[config.mk]
export PLATFORM = sky130hd
export DESIGN_NAME = syscall_input
export DESIGN_NICKNAME = d
export VERILOG_FILES = /design/src/rtl/syscall_pkg.sv /design/src/rtl/syscall_input_debounce.sv /design/src/rtl/syscall_input.sv
export SDC_FILE = /design/constraint.sdc
export NUM_CORES = 1
export LEC_CHECK = 0
export ABC_CLOCK_PERIOD_IN_PS = 4710
export CAP_MARGIN = 20
export CELL_PAD_IN_SITES_DETAIL_PLACEMENT = 0
export CELL_PAD_IN_SITES_GLOBAL_PLACEMENT = 1
export CORE_MARGIN = 2
export CORE_UTILIZATION = 26
export DETAILED_ROUTE_END_ITERATION = 8
export HOLD_SLACK_MARGIN = 0.08
export PLACE_DENSITY = 0.86
export SKIP_LAST_GASP = 1
export SLEW_MARGIN = 20
export SYNTH_ARGS = -nofsm -noshare
export SYNTH_HDL_FRONTEND = slang
export SYNTH_SLANG_ARGS = --single-unit
[constraint.sdc]
create_clock -name clock -period 4.71 [get_ports clock]
set_input_delay 0.942 -clock clock [delete_from_list [all_inputs] [get_ports clock]]
set_output_delay 0.942 -clock clock [all_outputs]
set_load 0.01 [all_outputs]
[src/rtl/syscall_pkg.sv]
// Shared syscall definitions: syscall codes used by the input and output
// controllers, the read-integer FSM state encoding and a width helper.
package syscall_pkg;

    // Register data width of the CPU.
    localparam int unsigned REG_W = 32;

    // $v0 syscall codes understood by the syscall controllers.
    localparam logic [REG_W-1:0] SYSCALL_PRINT_INT = 32'd1;
    localparam logic [REG_W-1:0] SYSCALL_READ_INT  = 32'd5;
    localparam logic [REG_W-1:0] SYSCALL_EXIT      = 32'd10;

    // Read-integer controller states.
    typedef enum logic [2:0] {
        ST_IDLE       = 3'd0,
        ST_ARM        = 3'd1,
        ST_WAIT_PRESS = 3'd2,
        ST_DEBOUNCE   = 3'd3,
        ST_WRITE      = 3'd4
    } input_state_t;

    // Bits needed to hold a count of 0..cycles (at least one bit).
    function automatic int unsigned count_width(input int unsigned cycles);
        if (cycles < 1) begin
            return 1;
        end
        return $clog2(cycles + 1);
    endfunction

endpackage

[src/rtl/syscall_input_debounce.sv]
// button_debounce: two-flop synchronizer for the raw confirm button plus a
// saturating counter of consecutive synchronized-high samples.
// stable_c fires on the sample that brings the run length to DEBOUNCE_CYCLES.
module button_debounce
    import syscall_pkg::*;
#(
    parameter int unsigned DEBOUNCE_CYCLES = 16
) (
    input  logic clock,
    input  logic reset,
    input  logic confirm,
    input  logic clear,
    output logic sync_confirm,
    output logic stable_c
);

    localparam int unsigned    CNT_W    = count_width(DEBOUNCE_CYCLES);
    localparam logic [CNT_W-1:0] CNT_MAX  = CNT_W'(DEBOUNCE_CYCLES);
    localparam logic [CNT_W-1:0] CNT_LAST = CNT_W'(DEBOUNCE_CYCLES - 1);

    logic             sync_meta;
    logic [CNT_W-1:0] count;
    logic [CNT_W-1:0] count_next;

    // Two-stage synchronizer for the asynchronous push-button.
    always_ff @(posedge clock) begin
        if (reset) begin
            sync_meta    <= 1'b0;
            sync_confirm <= 1'b0;
        end else begin
            sync_meta    <= confirm;
            sync_confirm <= sync_meta;
        end
    end

    // Run length of synchronized highs; a low sample or clear restarts it.
    always_comb begin
        count_next = count;
        if (clear || !sync_confirm) begin
            count_next = '0;
        end else if (count != CNT_MAX) begin
            count_next = count + CNT_W'(1);
        end
    end

    // Counter register.
    always_ff @(posedge clock) begin
        if (reset) begin
            count <= '0;
        end else begin
            count <= count_next;
        end
    end

    // Sample that completes the required run; saturation keeps it one-shot.
    assign stable_c = sync_confirm && !clear && (count == CNT_LAST);

endmodule

[src/rtl/syscall_input.sv]
// syscall_input: read-integer syscall service. Stalls the CPU on a
// read-int syscall, waits for a debounced confirm press and writes the
// switch value into $v0 with a one-cycle regWrite strobe.
// Build option: define SYSCALL_INPUT_SIGN_EXT_EN to sign-extend the switch
// value from bit SWITCH_W-1; otherwise it is zero-extended.
// enable is combinational so the CPU stalls in the syscall cycle itself.
module syscall_input
    import syscall_pkg::*;
#(
    parameter logic [31:0] READ_CODE       = SYSCALL_READ_INT,
    parameter int unsigned SWITCH_W        = 16,
    parameter int unsigned DEBOUNCE_CYCLES = 16
) (
    input  logic                clock,
    input  logic                reset,
    input  logic                syscall,
    input  logic [REG_W-1:0]    regSValue,
    input  logic [SWITCH_W-1:0] switches,
    input  logic                confirm,
    output logic                enable,
    output logic                regWrite,
    output logic [REG_W-1:0]    writeValue,
    output logic                waiting
);

    input_state_t     state_q;
    input_state_t     state_d;
    logic             reg_write_d;
    logic             waiting_d;
    logic [REG_W-1:0] value_d;
    logic [REG_W-1:0] ext_value;
    logic             trigger_c;
    logic             clear_c;
    logic             sync_confirm;
    logic             stable_c;

    // Button conditioning; the counter only runs while a press is being judged.
    button_debounce #(
        .DEBOUNCE_CYCLES(DEBOUNCE_CYCLES)
    ) u_debounce (
        .clock       (clock),
        .reset       (reset),
        .confirm     (confirm),
        .clear       (clear_c),
        .sync_confirm(sync_confirm),
        .stable_c    (stable_c)
    );

    // Widen the switch value to register width.
`ifdef SYSCALL_INPUT_SIGN_EXT_EN
    assign ext_value = REG_W'($signed(switches));
`else
    assign ext_value = REG_W'(switches);
`endif

    // Read-integer request decode.
    assign trigger_c = syscall && (regSValue == READ_CODE);

    // Next-state, stall and registered-output decode.
    always_comb begin
        state_d     = state_q;
        reg_write_d = 1'b0;
        value_d     = writeValue;
        clear_c     = 1'b1;
        enable      = 1'b1;

        case (state_q)
            ST_IDLE: begin
                if (trigger_c) begin
                    enable  = 1'b0;
                    state_d = ST_ARM;
                end
            end
            ST_ARM: begin
                // Button still held from an earlier read must be released first.
                enable = 1'b0;
                if (!sync_confirm) begin
                    state_d = ST_WAIT_PRESS;
                end
            end
            ST_WAIT_PRESS: begin
                enable  = 1'b0;
                clear_c = 1'b0;
                if (stable_c) begin
                    state_d     = ST_WRITE;
                    reg_write_d = 1'b1;
                    value_d     = ext_value;
                end else if (sync_confirm) begin
                    state_d = ST_DEBOUNCE;
                end
            end
            ST_DEBOUNCE: begin
                enable  = 1'b0;
                clear_c = 1'b0;
                if (stable_c) begin
                    state_d     = ST_WRITE;
                    reg_write_d = 1'b1;
                    value_d     = ext_value;
                end else if (!sync_confirm) begin
                    state_d = ST_WAIT_PRESS;
                end
            end
            ST_WRITE: begin
                enable  = 1'b0;
                state_d = ST_IDLE;
            end
            default: begin
                enable  = 1'b0;
                state_d = ST_IDLE;
            end
        endcase

        waiting_d = (state_d == ST_ARM) || (state_d == ST_WAIT_PRESS) ||
                    (state_d == ST_DEBOUNCE);
    end

    // State and output registers; reset aborts any read in progress.
    always_ff @(posedge clock) begin
        if (reset) begin
            state_q    <= ST_IDLE;
            regWrite   <= 1'b0;
            waiting    <= 1'b0;
            writeValue <= '0;
        end else begin
            state_q    <= state_d;
            regWrite   <= reg_write_d;
            waiting    <= waiting_d;
            writeValue <= value_d;
        end
    end

endmodule

==> impl_metrics.py, run 1 <==
metrics = {
    "synthesis": {
        "synth_top_area_share_pct": 46.4,
        "synth_xor_area_share_pct": 2.17,
        "synth_top_family_by_area": "simple AND/OR/NAND/NOR gates",
        "ys_warn_count": 0,
        "synth.area.mux_share_pct": 0.828,
        "yosys.area_share.simple_pct": 18.7,
        "synth_compound_area_share_pct": 15.0,
        "synthCells": 119,
        "synth-seq-cells": 28,
        "ys_seq_area_share_pct": 46.4,
        "synth_cell_types": 27,
        "ys_top_cells_by_count": "dfxtp_1, buf_4, a22o_1",
        "synth_edf_count": 0,
        "synth_flop_cell": "dfxtp_1",
        "yosysMostFrequentCell": "dfxtp_1",
        "syn_area_mm2": 0.00121,
        "async_flop_share_pct": 0,
        "synth_top_cell_by_area": "dfxtp_1",
        "synth_fa_ha_area_share_pct": 3.11,
        "synth_area_leaders": "dfxtp_1, a22o_1, buf_4",
        "syn_area_per_cell_um2": 10.2,
    },
    "critical_path": {
        "setup.worst_path.start": "regSValue[2]",
        "rrSetupSlack_ps": 2720,
        "r2r_end": "writeValue[11]",
        "critPathKind": "primary input to primary output",
        "arrival_ps": 2830,
        "cp-start-kind": "primary input",
        "reg2reg_from": "u_debounce.count[1]",
        "crit_fanout": 3,
        "required_ps": 3770,
        "ff2ff_path_depth": 5,
        "endpoint_kind": "primary output",
    },
    "global_routing": {
        "grt_max_degree": 18,
        "grt_use_total_pct": 10.0,
        "grt_pass1_wl_um": 4320,
        "grt_pass1_vias": 970,
        "overflow": 0,
        "antenna_found_initial": 0,
    },
    "timing": {
        "rsz0062_at_grt": "false",
        "fin_ws_ps": 937,
        "finalHoldViolCount": 0,
        "slew_headroom_pct": 48.5,
        "fin_crit_sh_pct": 80.1,
        "worst_clock_skew_ps": 3.11,
        "min_period_ps": 3770,
        "max_freq_mhz": 265,
        "worst_slew_pin_slew_ps": 773,
        "tns_ps": 0,
        "setup_viol": 0,
        "maxSlewViolCount": 0,
    },
    "detailed_routing": {
        "dr.pass1.iters": 4,
        "ant_nets": 0,
        "drc": 0,
        "wl_um": 2670,
        "drtIter0Drc": 24,
        "dr_total_vias": 1038,
        "routedWlPerCell_um": 11.1,
        "via_per_inst": 4.31,
    },
    "clocking": {
        "clock_sinks": 28,
        "cts_made_buffers": 3,
        "cts_root_buf": "clkbuf_8",
        "ctsResizeCount": 0,
        "cts_max_level": 1,
        "clkTransAtPathRegs_ps": 90,
        "cts_tree": "built",
        "clockBufferDepth": 2,
        "cts_hold_buf": 0,
        "insertion_delay_ps": 270,
        "post-cts-setup-buffers": 0,
    },
    "power_and_ir_drop": {
        "p_per_area_mw_per_mm2": 244,
        "power_leakage_nw": 0.737,
        "power_mw": 0.478,
        "ir_drop_mv": 0.107,
    },
    "min_path": {
        "holdCritPathClass": "flop to flop",
        "min_to": "u_debounce.sync_confirm",
        "hold_depth": 1,
        "min_from": "u_debounce.sync_meta",
    },
    "floorplan": {
        "core_mm2": 0.00441,
        "initial_core_util_pct": 27.4,
        "num_io_pins": 87,
        "dieArea_mm2": 0.00521,
        "die_h_um": 72.2,
        "rows": 24,
        "chipWidth_um": 72.2,
    },
    "placement": {
        "gp_congestion": 0.728,
        "portBuffers": 70,
        "dp_slack_ps": 909,
        "dp_hpwl_um": 2200,
    },
    "cells_and_area": {
        "nFillCells": 448,
        "final_core_util_pct": 44.4,
        "layout-drive-gt1-share_pct": 5.29,
        "fin_nets": 245,
        "register_area_um2": 561,
        "multi_input_area_um2": 542,
        "area_growth_pct": 62.0,
        "antennaDiodeCount": 0,
    },
    "outcome": {
        "status": "finished clean",
    },
    "run": {
        "maxCapViolCount": 0,
    },
}
stage by stage:
step / cell area (µm²) / cells / hold slack (ps)
2_1_floorplan: 1260 / 134 / 414
3_3_place_gp: 1890 / 237 / 419
3_5_place_dp: 1890 / 237 / 428
4_1_cts: 1960 / 241 / 450
5_1_grt: 1960 / 241 / 480
6_report: 1960 / 241 / 443
layer usage:
metal	global-route usage (%)	up-vias	share of wire [%]
met5	0	-	0
met4	3.77	0	0
met3	1.11	0	6.4
met2	17.9	37	51
met1	12.3	473	43
li1	-	528	-
worst max-delay path: stages:
cell and delay [ps]:
clkdlybuf4s50_1 450, nor4bb_1 260, nand4_1 120, or3_4 400, and3_1 190, clkdlybuf4s50_1 470
final cells by class:
cell class	instances	area share [%]
Sequential cell	28	28.6
Inverter	5	0.958
Multi-Input combinational cell	82	27.7
Timing Repair Buffer	70	35.8
Clock buffer	3	2.11
Tap cell	52	3.32
Clock inverter	1	1.53
state kept, by name, indices dropped and copies added, names as in the netlist:
name and cells:
u_debounce.sync_confirm 1, u_debounce.sync_meta 1, u_debounce.count 5, state_q 3
waiting 1, regWrite 1, writeValue 16
logic make-up (layout without fill, tap and decap cells):
kind of cell / count (synthesis) / count (layout)
simple gates: 37 / 37
flops: 28 / 28
buf+inv: 24 / 79
compound gates: 22 / 22
fa+ha+maj: 3 / 3
xor+xnor: 3 / 3
other cells: 1 / 16
mux: 1 / 1
power breakdown:
| part | switching (mW) | leakage [nW] | total [mW] | internal [mW] |
|---|---|---|---|---|
| Sequential | 0.000513 | 0.226 | 0.238 | 0.237 |
| Clock | 0.0705 | 0.0357 | 0.184 | 0.114 |
| Combinational | 0.0164 | 0.475 | 0.0557 | 0.0394 |
| Total | 0.0874 | 0.737 | 0.478 | 0.390 |
placed cells by master (no fill, tap or decap):
master,instances
clkdlybuf4s50_1,70
dfxtp_1,28
a22o_1,16
conb_1,16
nand2_1,7
nor2_1,6
inv_1,5
and3_1,4
nor3_1,4
a21oi_1,4
nor4_1,3
nand3_1,3
nor2b_1,3
ha_1,3
clkbuf_8,3
nor4_2,2
xnor2_1,2
nor4bb_1,1
nor4b_2,1
nand4_1,1
or3_4,1
nor3b_2,1
a41oi_2,1
o21ai_1,1
xor2_1,1
mux2i_1,1
bufinv_16,1
worst max path at each step:
stage,cells after the start,endpoint
floorplan,4,enable
global placement,6,enable
detailed placement,6,enable
CTS,6,enable
global route,6,enable
finish,6,enable
(Power assumes the default switching activity.)
==> run 2: changes to the inputs <==
Settings changed: ABC_CLOCK_PERIOD_IN_PS 4710 to 3750, CORE_UTILIZATION 26 to 24, PLACE_DENSITY 0.86 to 0.81.
Clock period 4.71 ns to 3.75 ns, I/O delays scaled along.
==> impl_metrics.py, run 2 (synthesis gave the netlist of run 1 again) <==
metrics = {
    "clocking": {
        "cts_made_buffers": 3,
        "clock_sinks": 28,
        "cts_root_buf": "clkbuf_8",
        "cts_max_level": 1,
        "ctsResizeCount": 0,
        "clkTransAtPathRegs_ps": 90,
        "insertion_delay_ps": 270,
        "cts_hold_buf": 0,
        "post-cts-setup-buffers": 0,
        "cts_tree": "built",
        "clockBufferDepth": 2,
    },
    "cells_and_area": {
        "fin_nets": 245,
        "final_cell_mix": "clkdlybuf4s50_1, dfxtp_1, a22o_1, conb_1, nand2_1",
        "antennaDiodeCount": 0,
        "top_regs": "writeValue: 16 flops, u_debounce.count: 5 flops, state_q: 3 flops",
        "finalInstanceArea_mm2": 0.00196,
        "nFillCells": 475,
        "area_growth_pct": 62.2,
        "layout_commonest_cell": "clkdlybuf4s50_1",
        "regMostFlops": "writeValue",
        "stdcell_count": 256,
        "largest_reg_flops": 16,
        "layout-drive-gt1-share_pct": 5.29,
        "final_core_util_pct": 41.0,
    },
    "power_and_ir_drop": {
        "intPower_mw": 0.441,
        "p_sw_mw": 0.106,
        "p_comb_share_pct": 12.9,
        "clkPwrFrac_pct": 32.5,
        "p_per_area_mw_per_mm2": 279,
        "power_leakage_nw": 0.730,
        "swShare_pct": 19.3,
        "power_mw": 0.547,
        "ir_drop_mv": 0.113,
        "seq_power_share_pct": 54.6,
    },
    "timing": {
        "maxSlewViolCount": 0,
        "worst_slew_pin_slew_ps": 769,
        "setup_viol": 0,
        "worst_clock_skew_ps": 7.15,
        "slew_headroom_pct": 48.8,
        "finalHoldViolCount": 0,
        "whs_ps": 450,
        "rsz0062_at_grt": "false",
        "min_period_ps": 3430,
        "tns_ps": 0,
        "max_freq_mhz": 291,
        "fin_ws_ps": 315,
        "fin_crit_sh_pct": 91.6,
    },
    "global_routing": {
        "grt_pass1_wl_um": 4390,
        "grt_use_total_pct": 9.86,
        "grt_pass1_vias": 966,
        "antenna_found_initial": 0,
        "overflow": 0,
        "grt_max_degree": 18,
    },
    "critical_path": {
        "arrival_ps": 2680,
        "rrSetupSlack_ps": 1750,
        "reg2reg_from": "u_debounce.count[1]",
        "r2r_end": "writeValue[15]",
        "crit_fanout": 3,
        "cp-start-kind": "primary input",
        "endpoint_kind": "primary output",
        "ff2ff_path_depth": 5,
        "critPathKind": "primary input to primary output",
        "required_ps": 3000,
    },
    "placement": {
        "dpl_cell_area_mm2": 0.00191,
        "dp.cells": 252,
        "gp_congestion": 0.751,
        "dp_slack_ps": 312,
        "portBuffers": 70,
        "dp_hpwl_um": 2170,
    },
    "floorplan": {
        "initial_core_util_pct": 25.3,
        "chipWidth_um": 75.0,
        "rows": 25,
        "die_h_um": 75.0,
        "num_io_pins": 87,
        "core_mm2": 0.00479,
        "dieArea_mm2": 0.00562,
    },
    "outcome": {
        "status": "finished clean",
    },
    "detailed_routing": {
        "dr_total_vias": 1039,
        "via_per_inst": 4.06,
        "drc": 0,
        "dr.pass1.iters": 4,
        "routedWlPerCell_um": 10.5,
        "wl_um": 2690,
        "drtIter0Drc": 34,
        "ant_nets": 0,
    },
    "min_path": {
        "holdCritPathClass": "flop to flop",
        "min_to": "u_debounce.sync_confirm",
        "min_from": "u_debounce.sync_meta",
        "hold_depth": 1,
    },
    "run": {
        "maxCapViolCount": 0,
    },
}
run 2: area by class of cell:
cell class / instances / area (µm²) / share of cell area [%]
timing repair buffer: 70 / 701 / 35.7
clock buffer: 4 / 55.1 / 2.81
multi-input combinational: 82 / 542 / 27.6
sequential: 28 / 561 / 28.6
inverter: 5 / 18.8 / 0.957
tap: 67 / 83.8 / 4.28
run 2: power by group through the flow:
stage          registers [mW]  logic, mW  clock network, mW
6_report                0.299     0.0704              0.178
5_1_grt                 0.299     0.0755              0.198
4_1_cts                 0.299     0.0706              0.186
3_5_place_dp            0.306     0.0703                  0
3_3_place_gp            0.306     0.0700                  0
2_1_floorplan           0.306     0.0266                  0
run 2: critical path, stage by stage:
cell	delay, ps
clkdlybuf4s50_1	440
nor4bb_1	280
nand4_1	140
or3_4	410
and3_1	190
clkdlybuf4s50_1	470
run 2: metal layers:
metal / track usage (%) / vias up / part of all wire, %
met5: 0 / - / 0
met4: 4.17 / 0 / 0.97
met3: 1.20 / 2 / 7.2
met2: 16.9 / 41 / 48
met1: 12.5 / 463 / 44
li1: - / 533 / -
run 2: how the worst max path moves through the flow:
stage | depth (start not counted) | endpoint | startpoint
6_report | 6 | enable | regSValue[2]
5_1_grt | 6 | enable | regSValue[2]
4_1_cts | 6 | enable | regSValue[2]
3_5_place_dp | 6 | enable | regSValue[2]
3_3_place_gp | 6 | enable | regSValue[2]
2_1_floorplan | 4 | enable | regSValue[3]
==> run 3: changes to the inputs <==
Settings changed: SLEW_MARGIN 20 to 10.
==> results of run 3 <==
Final layout, timing and power as in run 2 (identical DEF).
